### config.mk
export PLATFORM = sky130hd
export DESIGN_NAME = morse_decodificador_flat
export DESIGN_NICKNAME = d
export VERILOG_FILES = /design/src/rtl/morse_decodificador_pkg.sv /design/src/rtl/morse_decodificador_if.sv /design/src/rtl/morse_decodificador_tabela.sv /design/src/rtl/morse_decodificador.sv /design/src/flat_wrapper.sv
export SDC_FILE = /design/constraint.sdc
export NUM_CORES = 1
export LEC_CHECK = 0
export CORE_MARGIN = 5
export CORE_UTILIZATION = 40
export CTS_BUF_LIST = sky130_fd_sc_hd__clkbuf_16
export DETAILED_ROUTE_END_ITERATION = 12
export PLACE_DENSITY = 0.59
export SKIP_LAST_GASP = 1
export SYNTH_ARGS = -nofsm -noshare
export SYNTH_HDL_FRONTEND = slang
export SYNTH_HIERARCHICAL = 1
export SYNTH_SLANG_ARGS = --single-unit
### constraint.sdc
create_clock -name clk -period 3 [get_ports clk]
set_input_delay 0.6 -clock clk [delete_from_list [all_inputs] [get_ports clk]]
set_output_delay 0.6 -clock clk [all_outputs]
set_load 0.02 [all_outputs]
### src/rtl/morse_decodificador_pkg.sv
// Shared Morse definitions for the digit decoder (and the digit encoder bench).
//   - FSM state encoding: IDLE, MARK, SPACE
//   - Symbol values: DOT = 1, DASH = 0
//   - PATTERNS: the 10 legal 5-symbol codes, indexed by digit. s1 (first
//     symbol on the line) is bit 4 of each entry.
//   - pattern_of(): digit -> code lookup helper
package morse_pkg;

  localparam logic [1:0] IDLE  = 2'd0;
  localparam logic [1:0] MARK  = 2'd1;
  localparam logic [1:0] SPACE = 2'd2;

  localparam logic DOT  = 1'b1;
  localparam logic DASH = 1'b0;

  // Entry [d] is the code for digit d.
  localparam logic [9:0][4:0] PATTERNS = {
    5'b00001,  // 9
    5'b00011,  // 8
    5'b00111,  // 7
    5'b01111,  // 6
    5'b11111,  // 5
    5'b11110,  // 4
    5'b11100,  // 3
    5'b11000,  // 2
    5'b10000,  // 1
    5'b00000   // 0
  };

  function automatic logic [4:0] pattern_of(input logic [3:0] d);
    return (d < 4'd10) ? PATTERNS[d] : 5'b00000;
  endfunction

endpackage

### src/rtl/morse_decodificador_if.sv
// Keyed-line / decoded-digit bundle of the Morse decoder.
//   key   : keyed line, 1 = mark
//   digit : last decoded digit
//   valid : one-cycle pulse, digit updated
//   error : one-cycle pulse, character was not a legal digit
//   busy  : character in progress
// master drives the key line and observes the results; slave is the decoder.
interface morse_decodificador_if;
  logic       key;
  logic [3:0] digit;
  logic       valid;
  logic       error;
  logic       busy;

  modport master (output key, input digit, valid, error, busy);
  modport slave  (input key, output digit, valid, error, busy);
endinterface

### src/rtl/morse_decodificador_tabela.sv
// morse_tabela: combinational Morse code -> digit lookup.
//   pattern : 5-bit code, s1 in bit 4
//   digit   : decoded digit (0 when no entry matches)
//   hit     : pattern is one of the 10 legal codes
module morse_tabela
  import morse_pkg::*;
(
  input  logic [4:0] pattern,
  output logic [3:0] digit,
  output logic       hit
);

  always_comb begin
    digit = '0;
    hit   = 1'b0;
    for (int i = 0; i < 10; i++) begin
      if (PATTERNS[i] == pattern) begin
        digit = 4'(i);
        hit   = 1'b1;
      end
    end
  end

endmodule

### src/rtl/morse_decodificador.sv
// morse_decodificador: times presses/gaps on a keyed Morse line, classifies
// presses as dot (< DASH_MIN cycles) or dash, collects up to 5 symbols and
// decodes the character to a digit once GAP_CHAR consecutive low samples
// have been seen.
//   clk, reset : rising-edge clock, synchronous active-high reset
//   bus.key    : keyed line (input)
//   bus.digit  : last decoded digit, held
//   bus.valid  : one-cycle pulse on a legal character
//   bus.error  : one-cycle pulse on a short, overlong or illegal character
//   bus.busy   : registered, high while state != IDLE
// Optional macro MORSE_DEC_SYNC_EN: inserts a 2-flop synchronizer on key
// (adds 2 cycles of latency, duration rules unchanged).
module morse_decodificador
  import morse_pkg::*;
#(
  parameter int CNT_W    = 16,
  parameter int DASH_MIN = 3,
  parameter int GAP_CHAR = 5
) (
  input  logic                    clk,
  input  logic                    reset,
  morse_decodificador_if.slave    bus
);

  logic             key_s;
  logic [1:0]       state, next_state;
  logic [CNT_W-1:0] len, gap;
  logic [4:0]       pat;
  logic [2:0]       cnt;
  logic             ovf;
  logic             done;
  logic             sym;
  logic             gap_end;
  logic [3:0]       tab_digit;
  logic             tab_hit;
  logic             valid_d, error_d;

`ifdef MORSE_DEC_SYNC_EN
  logic [1:0] sync_q;
  always_ff @(posedge clk) begin
    if (reset) sync_q <= '0;
    else       sync_q <= {sync_q[0], bus.key};
  end
  assign key_s = sync_q[1];
`else
  assign key_s = bus.key;
`endif

  assign sym = (len >= CNT_W'(DASH_MIN)) ? DASH : DOT;
  // gap already holds the lows seen so far; this sample is one more.
  assign gap_end = (gap >= CNT_W'(GAP_CHAR - 1));

  morse_tabela u_tabela (
    .pattern (pat),
    .digit   (tab_digit),
    .hit     (tab_hit)
  );

  // State register
  always_ff @(posedge clk) begin
    if (reset) state <= IDLE;
    else       state <= next_state;
  end

  // Next-state logic
  always_comb begin
    next_state = state;
    case (state)
      IDLE:    if (key_s) next_state = MARK;
      MARK:    if (!key_s) next_state = SPACE;
      SPACE: begin
        if (key_s)        next_state = MARK;
        else if (gap_end) next_state = IDLE;
      end
      default: next_state = IDLE;
    endcase
  end

  // Duration counters, symbol collection and end-of-character flag
  always_ff @(posedge clk) begin
    if (reset) begin
      len  <= '0;
      gap  <= '0;
      pat  <= '0;
      cnt  <= '0;
      ovf  <= 1'b0;
      done <= 1'b0;
    end else begin
      // Evaluation happens one cycle after the character closes so the
      // result sees the final symbol state registered.
      done <= (state == SPACE) && !key_s && gap_end;
      case (state)
        IDLE: begin
          if (key_s) begin
            len <= CNT_W'(1);
            cnt <= '0;
            ovf <= 1'b0;
            pat <= '0;
          end
        end
        MARK: begin
          if (key_s) begin
            if (len != '1) len <= len + 1'b1;
          end else begin
            if (cnt < 3'd5) begin
              pat[3'd4 - cnt] <= sym;
              cnt             <= cnt + 3'd1;
            end else begin
              ovf <= 1'b1;
            end
            gap <= CNT_W'(1);
          end
        end
        SPACE: begin
          if (key_s)          len <= CNT_W'(1);
          else if (gap != '1) gap <= gap + 1'b1;
        end
        default: ;
      endcase
    end
  end

  // Output decode
  always_comb begin
    valid_d = done && (cnt == 3'd5) && !ovf && tab_hit;
    error_d = done && !valid_d;
  end

  always_ff @(posedge clk) begin
    if (reset) begin
      bus.digit <= '0;
      bus.valid <= 1'b0;
      bus.error <= 1'b0;
      bus.busy  <= 1'b0;
    end else begin
      bus.valid <= valid_d;
      bus.error <= error_d;
      bus.busy  <= (next_state != IDLE);
      if (valid_d) bus.digit <= tab_digit;
    end
  end

endmodule

### src/flat_wrapper.sv
// flat-port wrapper written by rule: the top's interface ports become plain ports
module morse_decodificador_flat import morse_pkg::*;
#(
  parameter int CNT_W    = 16,
  parameter int DASH_MIN = 3,
  parameter int GAP_CHAR = 5
)
  (clk, reset, bus_key, bus_digit, bus_valid, bus_error, bus_busy);
  morse_decodificador_if bus_i ();
  input  logic clk;
  input  logic reset;
  input wire logic [$bits(bus_i.key)-1:0] bus_key;
  output wire logic [$bits(bus_i.digit)-1:0] bus_digit;
  output wire logic [$bits(bus_i.valid)-1:0] bus_valid;
  output wire logic [$bits(bus_i.error)-1:0] bus_error;
  output wire logic [$bits(bus_i.busy)-1:0] bus_busy;
  assign bus_i.key = bus_key;
  assign bus_digit = bus_i.digit;
  assign bus_valid = bus_i.valid;
  assign bus_error = bus_i.error;
  assign bus_busy = bus_i.busy;
  morse_decodificador #(.CNT_W(CNT_W), .DASH_MIN(DASH_MIN), .GAP_CHAR(GAP_CHAR)) u_core (.clk(clk), .reset(reset), .bus(bus_i));
endmodule
# Word-level counts from Yosys, hierarchy flattened
# Cells that the tools add are included.
[word_totals]
register_bits = 51
in_bits = 3
out_inout_bits = 7
elab_cells = 112
[op_classes]
n_addsub = 4
n_lt_le_gt_ge = 5
n_eq_ne = 23
mux = 48
reduce_logical = 21
[ops]
columns = ["operator", "count"]
rows = [
  ["two-way mux 16 bit", 6],
  ["one-hot mux 16 bit (2 select lines)", 2],
  ["adder 16 x 1 -> 16 bit (second input constant)", 2],
  ["two-way mux 4 bit", 8],
  ["inequality test 16 bit (second input constant)", 2],
  ["equality test 5 bit (first input constant)", 5],
  [">= comparator 16 x 2 -> 1 bit (second input constant)", 1],
  [">= comparator 16 x 3 -> 1 bit (second input constant)", 1],
  ["two-way mux 1 bit", 16],
  ["AND reduction 4 bit", 4],
  ["two-way mux 5 bit", 3],
  ["inequality test 2 bit (second input constant)", 6],
  ["one-hot mux 5 bit (2 select lines)", 1],
  ["two-way mux 3 bit", 3],
  ["two-way mux 2 bit", 4],
  ["nonzero test 2 bit", 4],
  ["logical AND 1 bit", 7],
  ["inequality test 2 x 1 -> 1 bit (second input constant)", 3],
  ["one-hot mux 2 bit (3 select lines)", 1],
  ["one-hot mux 3 bit (2 select lines)", 1],
  ["bitwise mux 5 bit", 1],
  ["equality test 1 x 5 -> 1 bit (first input constant)", 1],
  ["equality test 2 x 5 -> 1 bit (first input constant)", 1],
  ["equality test 3 x 5 -> 1 bit (first input constant)", 1],
  ["other kinds (15)", 17],
]

# Depth between registers and ports, before layout
[depth]
depth_word = 14
depth_mapped = 8
mapped_depth_nobuf = 6

# Hierarchy
# Netlist, hierarchy kept.
[by_module_without_submodules]
columns = ["module", "n_inst", "cells_per_inst", "area_each_um2", "seq_area_each_um2"]
rows = [
  ["morse_decodificador", 1, 300, 2512.4, 1021.0],
  ["morse_tabela", 1, 20, 131.4, 0.0],
]

# Worst setup path after synthesis
# Ideal clock, no wire load.
[synth_timing]
kind = "input to register"
start = "in bus_key"
end = "reg u_core.gap[9]"
setup_ps = 128
arrival_ps = 2324
slack_ps = 548
stages = 8
path_buffers = 3
cell_sequence = "buf_6 -> or3b_1 -> buf_2 -> or3_1 -> clkbuf_2 -> or4b_1 -> xor2_1 -> nor2_1"
[synth_via]
elab_chain_len = 2
word_cells_on_any_way = 3
[synth_rtl]
columns = ["element", "line", "source"]
rows = [
  ["start: declaration", "flat_wrapper.sv:12", "input wire logic [$bits(bus_i.key)-1:0] bus_key;"],
  ["inequality test 2 bit (no line)", "-", ""],
  ["AND reduction 4 bit (no line) *", "-", ""],
  ["end signal: assignment", "morse_decodificador.sv:116", "else if (gap != '1) gap <= gap + 1'b1;"],
  ["end: declaration", "morse_decodificador.sv:27", "logic [CNT_W-1:0] len, gap;"],
]
# Mark *: on every way between the ends. The rest lies on a longest branch, timed or not.
# A chain may end at the register's enable or synchronous reset.

# Worst setup path in the final report
[layout_timing]
start = "reg u_core.state[1]"
end = "reg u_core.gap[9]"
[layout_via]
elab_chain_len = 3
word_cells_on_any_way = 8
[layout_rtl]
columns = ["element", "line", "source"]
rows = [
  ["start: declaration", "morse_decodificador.sv:26", "logic [1:0] state, next_state;"],
  ["start signal: assignment", "morse_decodificador.sv:62", "else state <= next_state;"],
  ["equality test 2 bit or equality test 2 x 1 -> 1 bit (tied branches)", "morse_decodificador.sv:92", "case (state)"],
  ["inequality test 2 bit (no line) or nonzero test 2 bit (tied branches)", "-", ""],
  ["AND reduction 4 bit (no line)", "-", ""],
]
# Parallel ways exist; a longest one is shown, timed or not.

==> impl_metrics.toml <==
[global_routing]
grt_pass1_vias = 2067
grt_use_met1_pct = 18.9
gr-total-overflow = 0
antenna_found_initial = 0
grt_max_degree = 25
use_met3_pct = 2.98
use_met2_pct = 20.9
grtUsageTotal_pct = 13.5
grt_pass1_wl_um = 9600
gr-max-usage-layer = "met2"

[worst_setup_path]
worstPathMaxFanout = 18
end_kind = "flop"
r2r_start = "u_core/state[1]$_SDFF_PP0_"
worst_ep_arrival_time_ns = 2.57
path_class = "flop to flop"
startpoint = "u_core/state[1]$_SDFF_PP0_"
critPathLaunchType = "flop"
required_ns = 3.17

[timing]
post-route-period-util_pct = 79.7
fin_setup_tns_ns = 0
fin_crit_ns = 2.39
fin_skew_ns = 0.00530
worst_slew_pin_slew_ns = 0.684
setup_viol = 0
drv_slew = 0
rsz0062_at_grt = "false"
hold_viol = 0
max-slew-margin-rel_pct = 53.9
fmax_ghz = 0.418

[yosys]
synthSimpleGateAreaFrac_pct = 30.5
async_flop_share_pct = 0
syn_avg_cell_area_um2 = 8.26
yosys_warnings = 6
synth_flop_cell = "dfxtp_1"
synth_compound_area_share_pct = 11.7
synth.mux.area_fraction_pct = 2.70
syn-num-nets = 329
synth_edf_count = 0
synth_top_family_by_area = "simple AND/OR/NAND/NOR gates"
synth_seq_cells = 51
synth_xor_area_share_pct = 8.94
syn_area_mm2 = 0.00264
ys_types = 46
ys_seq_area_share_pct = 38.6
synth_fa_ha_area_share_pct = 2.84
synthCells = 320

[detailed_routing]
route.detailed.drc = 0
drt_iter0_drc = 90
postRouteAntennaNets = 0
via_per_inst = 5.59
firstDrtPassIters = 4
drt-total-wl_um = 5540
vias = 2242
wl_per_cell_um = 13.8

[placed_design]
io_buffers = 9
gp_congestion = 0.912
place_hpwl_um = 3830

[clock_tree]
clock_latency_ns = 0.29
cts_tree = "yes"
cts_buffer_depth = 2
root_buffer = "clkbuf_16"
cts.clk_slew.worst_paths_ns = 0.07
cts_buffers = 5
cts.repair.resized = 0
cts.sinks = 51
cts_setup_buffers = 0
cts_hold_buf = 0
htreeDepth = 2

[pwr]
powerDensity_mw_per_mm2 = 478
max-vdd-ir-drop_mv = 0.344
power_mw = 1.41
p_leak_nw = 0.994

[floorplanning]
ios = 10
rows = 29
die_x_um = 91.3
initial_core_util_pct = 41.4
core_mm2 = 0.00639
die_h_um = 91.3
dieArea_mm2 = 0.00834

[layout]
area_growth_pct = 11.4
nets = 332
final_cell_mix = "dfxtp_1 (51), nor2_1 (40), nor3_1 (18), xor2_1 (18), nand3_1 (17)"
drive_above_1_share_pct = 6.17
final_common_cell = "dfxtp_1"
antenna_cells = 0

[job]
cap_viol_max_count = 0

[worst_hold_path]
hp-start = "u_core/cnt[1]$_SDFFE_PP0P_"
hp-class = "flop to flop"

[outcome]
status = "finished clean"
registers in the layout, summed over array words and instances, names as in the netlist:
name,cells
u_core/len,16
u_core/bus.busy,1
u_core/bus.digit,4
u_core/pat,5
u_core/done,1
u_core/state,2
u_core/ovf,1
u_core/bus.error,1
u_core/gap,16
u_core/bus.valid,1
u_core/cnt,3
cell usage after synthesis (3+ instances only):
| cell | number | share of area (%) |
|---|---|---|
| a21oi_1 | 16 | 3.0 |
| and3_1 | 4 | 0.95 |
| and4_1 | 3 | 0.99 |
| clkbuf_1 | 11 | 1.6 |
| dfxtp_1 | 51 | 39 |
| ha_1 | 6 | 2.8 |
| inv_1 | 10 | 1.4 |
| mux2i_1 | 6 | 2.3 |
| nand2_1 | 15 | 2.1 |
| nand2b_1 | 4 | 0.95 |
| nand3_1 | 17 | 3.2 |
| nand4_1 | 14 | 3.3 |
| nor2_1 | 40 | 5.7 |
| nor2b_1 | 4 | 0.95 |
| nor3_1 | 18 | 3.4 |
| nor3b_1 | 3 | 0.85 |
| nor4_1 | 10 | 2.4 |
| o211ai_1 | 6 | 1.7 |
| o21ai_0 | 11 | 2.1 |
| or2_2 | 5 | 1.2 |
| or3_1 | 4 | 0.95 |
| or4_1 | 4 | 1.1 |
| xnor2_1 | 9 | 3.0 |
| xor2_1 | 18 | 6.0 |
power by group:
| group | internal (mW) | switching [mW] | total (mW) |
|---|---|---|---|
| registers | 0.683 | 0.0111 | 0.694 |
| clock network | 0.396 | 0.252 | 0.648 |
| logic | 0.0249 | 0.0422 | 0.0670 |
| total | 1.10 | 0.305 | 1.41 |
metal layers:
| layer | part of all wire (%) | routed length, um |
|---|---|---|
| met1 | 50 | 2780 |
| met2 | 45 | 2490 |
| met3 | 3.7 | 203 |
| met4 | 1.1 | 59 |
| met5 | 0 | 0 |
logic make-up (layout without fill, tap and decap cells):
| logic type | after synthesis | after routing |
|---|---|---|
| xor+xnor | 27 | 27 |
| fa+ha+maj | 6 | 6 |
| buf+inv | 27 | 31 |
| compound gates | 49 | 49 |
| mux | 7 | 7 |
| flops | 51 | 51 |
| simple gates | 153 | 153 |
cell type report:
class,instances,area (um^2)
inverter,10,37.5
clock inverter,3,46.3
clock buffer,5,125
tap,77,96.3
timing repair buffer,13,120
fill,627,3440
sequential,51,1020
multi-input combinational,242,1500
per-stage QoR:
stage          utilization (%)  hold WS, ns  cell area (um^2)  setup WS [ns]  std cells
4_1_cts                   46.1        0.498              2950          0.624        401
6_report                  46.1        0.495              2950          0.608        401
2_1_floorplan                -        0.457              2640          0.548        320
3_5_place_dp              43.4        0.488              2770          0.313        393
5_1_grt                   46.1        0.531              2950          0.472        401
3_3_place_gp              43.4        0.477              2770          0.338        393
critical path, cell delays in order, from the launching register on:
cell	delay, ns
dfxtp_1	0.69
or3b_1	0.41
or3_1	0.47
or4b_1	0.51
xor2_1	0.14
nor2_1	0.05
path summary, 6_finish.rpt:
kind / endpoint / slack, ns / depth (start not counted)
max reg2reg: u_core/gap[9]$_SDFFE_PP0P_ / 0.61 / 5
min reg2reg: u_core/cnt[1]$_SDFFE_PP0P_ / 0.50 / 2
max: u_core/gap[9]$_SDFFE_PP0P_ / 0.61 / 5
min: u_core/cnt[1]$_SDFFE_PP0P_ / 0.50 / 2
Power figures use the tool's default switching activity.
